### src/rtl/vga_scan_ctrl_pkg.sv
// Shared constants and helpers for the VGA raster-scan controller: default 640x480@60
// timing, counter/colour widths, sync-window decode and the test-pattern colour bars.
package vga_scan_ctrl_pkg;

  localparam int unsigned CNT_W = 10;
  localparam int unsigned RGB_W = 12;

  localparam int unsigned CLK_DIV_DEF  = 4;
  localparam int unsigned H_ACTIVE_DEF = 640;
  localparam int unsigned H_FP_DEF     = 16;
  localparam int unsigned H_SYNC_DEF   = 96;
  localparam int unsigned H_BP_DEF     = 48;
  localparam int unsigned V_ACTIVE_DEF = 480;
  localparam int unsigned V_FP_DEF     = 10;
  localparam int unsigned V_SYNC_DEF   = 2;
  localparam int unsigned V_BP_DEF     = 33;

  // True when lo <= cnt < hi.
  function automatic logic in_window(logic [CNT_W-1:0] cnt, int unsigned lo, int unsigned hi);
    return (cnt >= CNT_W'(lo)) && (cnt < CNT_W'(hi));
  endfunction

  // Eight 80-pixel-wide bars across the 640-pixel active line.
  function automatic logic [RGB_W-1:0] bar_colour(logic [CNT_W-1:0] h);
    logic [RGB_W-1:0] c;
    if (h < CNT_W'(80))       c = 12'hFFF;
    else if (h < CNT_W'(160)) c = 12'hFF0;
    else if (h < CNT_W'(240)) c = 12'h0FF;
    else if (h < CNT_W'(320)) c = 12'h0F0;
    else if (h < CNT_W'(400)) c = 12'hF0F;
    else if (h < CNT_W'(480)) c = 12'hF00;
    else if (h < CNT_W'(560)) c = 12'h00F;
    else                      c = 12'h000;
    return c;
  endfunction

endpackage

### src/rtl/vga_sync_cnt.sv
// Pixel-rate divider plus horizontal/vertical scan counters for the VGA controller.
module vga_sync_cnt
  import vga_scan_ctrl_pkg::*;
#(
  parameter int unsigned CLK_DIV  = CLK_DIV_DEF,
  parameter int unsigned H_ACTIVE = H_ACTIVE_DEF,
  parameter int unsigned H_TOTAL  = H_ACTIVE_DEF + H_FP_DEF + H_SYNC_DEF + H_BP_DEF,
  parameter int unsigned V_ACTIVE = V_ACTIVE_DEF,
  parameter int unsigned V_TOTAL  = V_ACTIVE_DEF + V_FP_DEF + V_SYNC_DEF + V_BP_DEF
) (
  input  logic             clk,
  input  logic             rst,
  output logic             pix_tick,
  output logic [CNT_W-1:0] h_cnt,
  output logic [CNT_W-1:0] v_cnt,
  output logic             active
);

  localparam int unsigned DIV_W = (CLK_DIV > 1) ? $clog2(CLK_DIV) : 1;
  localparam logic [DIV_W-1:0] DIV_LAST = DIV_W'(CLK_DIV - 1);
  localparam logic [CNT_W-1:0] H_LAST = CNT_W'(H_TOTAL - 1);
  localparam logic [CNT_W-1:0] V_LAST = CNT_W'(V_TOTAL - 1);

  logic [DIV_W-1:0] div_q;
  logic [CNT_W-1:0] h_q;
  logic [CNT_W-1:0] v_q;

  assign pix_tick = (div_q == DIV_LAST);

  always_ff @(posedge clk) begin
    if (!rst) begin
      div_q <= '0;
      h_q   <= '0;
      v_q   <= '0;
    end else begin
      // Explicit wrap keeps non-power-of-two dividers correct.
      div_q <= pix_tick ? '0 : div_q + 1'b1;
      if (pix_tick) begin
        if (h_q == H_LAST) begin
          h_q <= '0;
          v_q <= (v_q == V_LAST) ? '0 : v_q + 1'b1;
        end else begin
          h_q <= h_q + 1'b1;
        end
      end
    end
  end

  assign h_cnt  = h_q;
  assign v_cnt  = v_q;
  assign active = (h_q < CNT_W'(H_ACTIVE)) && (v_q < CNT_W'(V_ACTIVE));

endmodule

### src/rtl/vga_scan_ctrl.sv
// VGA raster-scan controller: image-memory address stage followed by an aligned colour/sync
// output stage. Define VGA_TEST_PATTERN_EN to add the test_pat colour-bar input.
module vga_scan_ctrl
  import vga_scan_ctrl_pkg::*;
#(
  parameter int unsigned CLK_DIV  = CLK_DIV_DEF,
  parameter int unsigned H_ACTIVE = H_ACTIVE_DEF,
  parameter int unsigned H_FP     = H_FP_DEF,
  parameter int unsigned H_SYNC   = H_SYNC_DEF,
  parameter int unsigned H_BP     = H_BP_DEF,
  parameter int unsigned V_ACTIVE = V_ACTIVE_DEF,
  parameter int unsigned V_FP     = V_FP_DEF,
  parameter int unsigned V_SYNC   = V_SYNC_DEF,
  parameter int unsigned V_BP     = V_BP_DEF
) (
  input  logic             clk,
  input  logic             rst,
  output logic [CNT_W-1:0] im_pixel_x,
  output logic [CNT_W-1:0] im_pixel_y,
  input  logic [RGB_W-1:0] im_rgb,
`ifdef VGA_TEST_PATTERN_EN
  input  logic             test_pat,
`endif
  output logic [RGB_W-1:0] vga_rgb,
  output logic             vga_hsync,
  output logic             vga_vsync,
  output logic             frame_start
);

  localparam int unsigned H_TOTAL      = H_ACTIVE + H_FP + H_SYNC + H_BP;
  localparam int unsigned V_TOTAL      = V_ACTIVE + V_FP + V_SYNC + V_BP;
  localparam int unsigned H_SYNC_START = H_ACTIVE + H_FP;
  localparam int unsigned H_SYNC_END   = H_SYNC_START + H_SYNC;
  localparam int unsigned V_SYNC_START = V_ACTIVE + V_FP;
  localparam int unsigned V_SYNC_END   = V_SYNC_START + V_SYNC;

  logic             pix_tick;
  logic [CNT_W-1:0] h_cnt;
  logic [CNT_W-1:0] v_cnt;
  logic             active;

  vga_sync_cnt #(
    .CLK_DIV  (CLK_DIV),
    .H_ACTIVE (H_ACTIVE),
    .H_TOTAL  (H_TOTAL),
    .V_ACTIVE (V_ACTIVE),
    .V_TOTAL  (V_TOTAL)
  ) u_sync_cnt (
    .clk      (clk),
    .rst      (rst),
    .pix_tick (pix_tick),
    .h_cnt    (h_cnt),
    .v_cnt    (v_cnt),
    .active   (active)
  );

  logic [CNT_W-1:0] x_q, y_q;
  logic [CNT_W-1:0] h_d_q, v_d_q;
  logic             act_d_q;
  logic [RGB_W-1:0] rgb_q;
  logic             hs_q, vs_q, fs_q;
  logic [RGB_W-1:0] pix_rgb;

  always_comb begin
    pix_rgb = im_rgb;
`ifdef VGA_TEST_PATTERN_EN
    if (test_pat) pix_rgb = bar_colour(h_d_q);
`endif
  end

  always_ff @(posedge clk) begin
    if (!rst) begin
      x_q     <= '0;
      y_q     <= '0;
      h_d_q   <= '0;
      v_d_q   <= '0;
      act_d_q <= 1'b0;
      rgb_q   <= '0;
      hs_q    <= 1'b1;
      vs_q    <= 1'b1;
      fs_q    <= 1'b0;
    end else begin
      fs_q <= 1'b0;
      if (pix_tick) begin
        // Address stage.
        x_q     <= active ? h_cnt : '0;
        y_q     <= active ? v_cnt : '0;
        h_d_q   <= h_cnt;
        v_d_q   <= v_cnt;
        act_d_q <= active;
        fs_q    <= (h_cnt == '0) && (v_cnt == '0);
        // Output stage uses the scan position that was addressed one tick earlier, so the
        // returned memory data, blanking and syncs all refer to the same pixel.
        rgb_q   <= act_d_q ? pix_rgb : '0;
        hs_q    <= ~in_window(h_d_q, H_SYNC_START, H_SYNC_END);
        vs_q    <= ~in_window(v_d_q, V_SYNC_START, V_SYNC_END);
      end
    end
  end

  assign im_pixel_x  = x_q;
  assign im_pixel_y  = y_q;
  assign vga_rgb     = rgb_q;
  assign vga_hsync   = hs_q;
  assign vga_vsync   = vs_q;
  assign frame_start = fs_q;

endmodule

### config.mk
export PLATFORM = sky130hd
export DESIGN_NAME = vga_scan_ctrl
export DESIGN_NICKNAME = d
export VERILOG_FILES = /design/src/rtl/vga_scan_ctrl_pkg.sv /design/src/rtl/vga_sync_cnt.sv /design/src/rtl/vga_scan_ctrl.sv
export SDC_FILE = /design/constraint.sdc
export NUM_CORES = 1
export LEC_CHECK = 0
export CELL_PAD_IN_SITES_DETAIL_PLACEMENT = 0
export CELL_PAD_IN_SITES_GLOBAL_PLACEMENT = 2
export CORE_MARGIN = 1.5
export CORE_UTILIZATION = 29
export DETAILED_ROUTE_END_ITERATION = 12
export PLACE_DENSITY_LB_ADDON = 0.1
export SLEW_MARGIN = 10
export SYNTH_ARGS = -nofsm -noshare
export SYNTH_HDL_FRONTEND = slang
export SYNTH_SLANG_ARGS = --single-unit
### constraint.sdc
create_clock -name clk -period 1.54 [get_ports clk]
set_input_delay 0.308 -clock clk [delete_from_list [all_inputs] [get_ports clk]]
set_output_delay 0.308 -clock clk [all_outputs]
set_load 0.03 [all_outputs]
==> reports/summary.txt <==
Ys async rst share: 0
Max VDD drop: 0.000411 V
First-pass GRT wire length: 11600 µm
Metal-1 WL: 3550 µm
Via density: 4.58
Synth cell types: 39
Crit start category: flip-flop
Crit-path max FO: 7
Placed Area: 3750 µm²
YS warnings: 0
TritonCTS clock tree: done
Sw frac: 0.215
Ys flop type: dfxtp_1
Core area: 9370 µm²
Clock power share: 0.456
I/O pins: 49
Port bufs: 48
Met3 wire length: 352 µm
Flop pwr share: 0.492
Internal power: 3.05 mW
CP required: 1.83 ns
Worst-Margin Slew: 0.446 ns
Clock Pin Slew Worst Setup and Hold Paths: 0.08 ns
Critical Path Sink Type: flip-flop
Cell leakage power: 1.70 nW
Top Metal Used: met4
Buf/Inv on CP: 1
Global route overflow: 0
Synth area leaders: dfxtp_1 (52%), a22o_1 (9.6%), mux2i_1 (5.3%)
Pin count of the biggest net entering global routing: 22
CP delay by family, top: simple AND/OR/NAND/NOR gates
Die Wd: 102 µm
Critical path arrival: 1.86 ns
Post-Syn Instances: 279
Synthesized area per cell: 10.2 µm²
RSZ-0062 raised after global routing: yes
Clk root buf: clkbuf_8
Post-synth net total: 298
ANT cells: 0
Cell taking the most area after synthesis: dfxtp_1
Syn-to-layout area delta: 45.2%
Synth top area share: 0.516
Tmin final: 1.57 ns
Post-route antenna net violation count: 0
Die Ht: 102 µm
Mapped Area: 2830 µm²
Final period utilization: 1.02
Slew Limit Fails: 0
Wire per inst: 14.4 µm
Critical-path cell list: ha_4 -> and4_4 -> buf_6 -> nand4_4 -> or4_4 -> a21oi_2
Status: complete, but fails checks
TritonRoute pass-1 iters: 4
Synth top cells by count: dfxtp_1 (73), a22o_1 (31), nor2b_1 (17)
Sink Count: 73
Fill cells: 979
Routed WL: 7150 µm
Max Fclk: 637 MHz
Worst skew pair latency: 0.35 ns
Final Util: 0.439
Sw Pwr: 0.833 mW
Hold WC Path Type: flip-flop to flip-flop
Drt drc: 0
Largest stage delay on the critical path: 0.44 ns
H-tree depth: 3
Skew final: 0.0145 ns
DP Wirelength: 4980 µm
Vias in the first global route: 2227
Worst setup margin: -0.0294 ns
Slew HR: 0.700
Num rows: 35
Power Density: 943 nW/µm²
Final hold viol count: 0
Most frequent cell after synthesis: dfxtp_1
GPL Wtd Cong: 0.719
Post-route cell area: 4120 µm²
Number of max-cap violations: 0
Final Net Count: 383
Initial Utilization: 0.302
GRT Total Usage: 0.147
Initial antenna violation count: 0
Vias: 2275
Failing checks: negative setup slack
Total CTS buffers: 9
Starting DRT DRC Count: 41
Hold Buf Count CTS: 0
Metal2 WL: 3150 µm
Post-synth EDFFs: 0
Endpoints failing setup: 3
Sequential element share of the synthesized area: 0.516
Die footprint: 10400 µm²
Logic gate share of total power: 0.052
CTS Buffer Depth: 2
#FFs+latches synth: 73
WS Path Type: flip-flop to flip-flop
CP max-delay cell: or4_4
Share of cells above drive strength 1: 0.247
Fin Setup TNS: -0.0445 ns
sequential cells by signal, summed over array words and instances, names as in the netlist, 2 cells and up:
signal / count
v_d_q: 9
u_sync_cnt.h_cnt: 10
im_pixel_x: 10
u_sync_cnt.div_q: 2
u_sync_cnt.v_cnt: 10
vga_rgb: 12
im_pixel_y: 10
h_d_q: 6
final cells by class:
type	count	area [µm²]	share of cell area
Multi-Input combinational cell	175	1370	0.333
Inverter	11	41.3	0.0100
Clock inverter	4	73.8	0.0179
Sequential cell	73	1470	0.358
Clock buffer	11	163	0.0395
Tap cell	129	161	0.0392
Timing Repair Buffer	94	832	0.202
metrics by stage:
stage | power, mW | setup slack [ns] | hold slack [ns] | cells
detailed placement | 2.14 | -0.153 | 0.424 | 478
CTS | 3.95 | -0.0509 | 0.440 | 494
global placement | 2.14 | -0.187 | 0.420 | 478
finish | 3.88 | -0.0294 | 0.438 | 497
global route | 4.07 | -0.104 | 0.457 | 497
floorplan | 2.05 | -0.0148 | 0.399 | 279
power by group through the flow:
stage | Clock (mW) | Sequential (mW) | Combinational (mW)
detailed placement | 0 | 1.95 | 0.194
global route | 1.93 | 1.91 | 0.222
global placement | 0 | 1.95 | 0.194
finish | 1.77 | 1.91 | 0.202
floorplan | 0 | 1.96 | 0.0921
CTS | 1.85 | 1.91 | 0.196
worst register-to-register path, stage by stage (launching register included):
cell and delay [ns]:
dfxtp_4 0.36, ha_4 0.13, and4_4 0.23, buf_6 0.11, nand4_4 0.12, or4_4 0.44, a21oi_2 0.13
metal layers:
layer | vias to the layer above | global-route usage
li1 | 1163 | -
met1 | 1051 | 0.202
met2 | 52 | 0.216
met3 | 9 | 0.0417
met4 | 0 | 0.0601
met5 | - | 0
cells in the final DEF, fill, tap and decap left out, drive strengths merged, types with 2 or more instances in the layout:
master and instances:
nand3 9, nor2b 17, mux2i 15, dfxtp 73, buf 46, dlygate4sd2 35, nor4 5, inv 11
nor3 4, a21oi 8, clkdlybuf4s50 13, or4 3, bufinv 2, nor2 15, and3 5, clkbuf 11
clkinv 2, a22o 31, xnor2 7, nand4 6, o21ai 7, a31oi 2, o31ai 3, and2 4
xor2 3, ha 5, nand2 11, or3 6
kinds of logic (layout without fill, tap and decap cells):
| kind of cell | count (synthesis) | after routing | share of synthesized area |
|---|---|---|---|
| mux | 15 | 15 | 0.0530 |
| fa+ha+maj | 5 | 5 | 0.0221 |
| xor+xnor | 10 | 10 | 0.0309 |
| buf+inv | 31 | 120 | 0.0446 |
| flops | 73 | 73 | 0.516 |
| compound gates | 55 | 55 | 0.148 |
| simple gates | 90 | 90 | 0.185 |
worst paths after layout:
path	start	endpoint	slack (ns)	depth (start not counted)
setup / recovery	u_sync_cnt.h_cnt[0]	u_sync_cnt.v_cnt[8]	-0.03	6
hold / removal	u_sync_cnt.div_q[0]	u_sync_cnt.div_q[0]	0.44	1
setup reg to reg	u_sync_cnt.h_cnt[0]	u_sync_cnt.v_cnt[8]	-0.03	6
hold reg to reg	u_sync_cnt.div_q[0]	u_sync_cnt.div_q[0]	0.44	1
timing repair:
action,in CTS,in global routing
setup buffers,1,2
gates cloned,0,1
resized for setup,45,24
pin swaps,14,9
endpoints found under the setup margin,67,47
(Power assumes the default switching activity.)
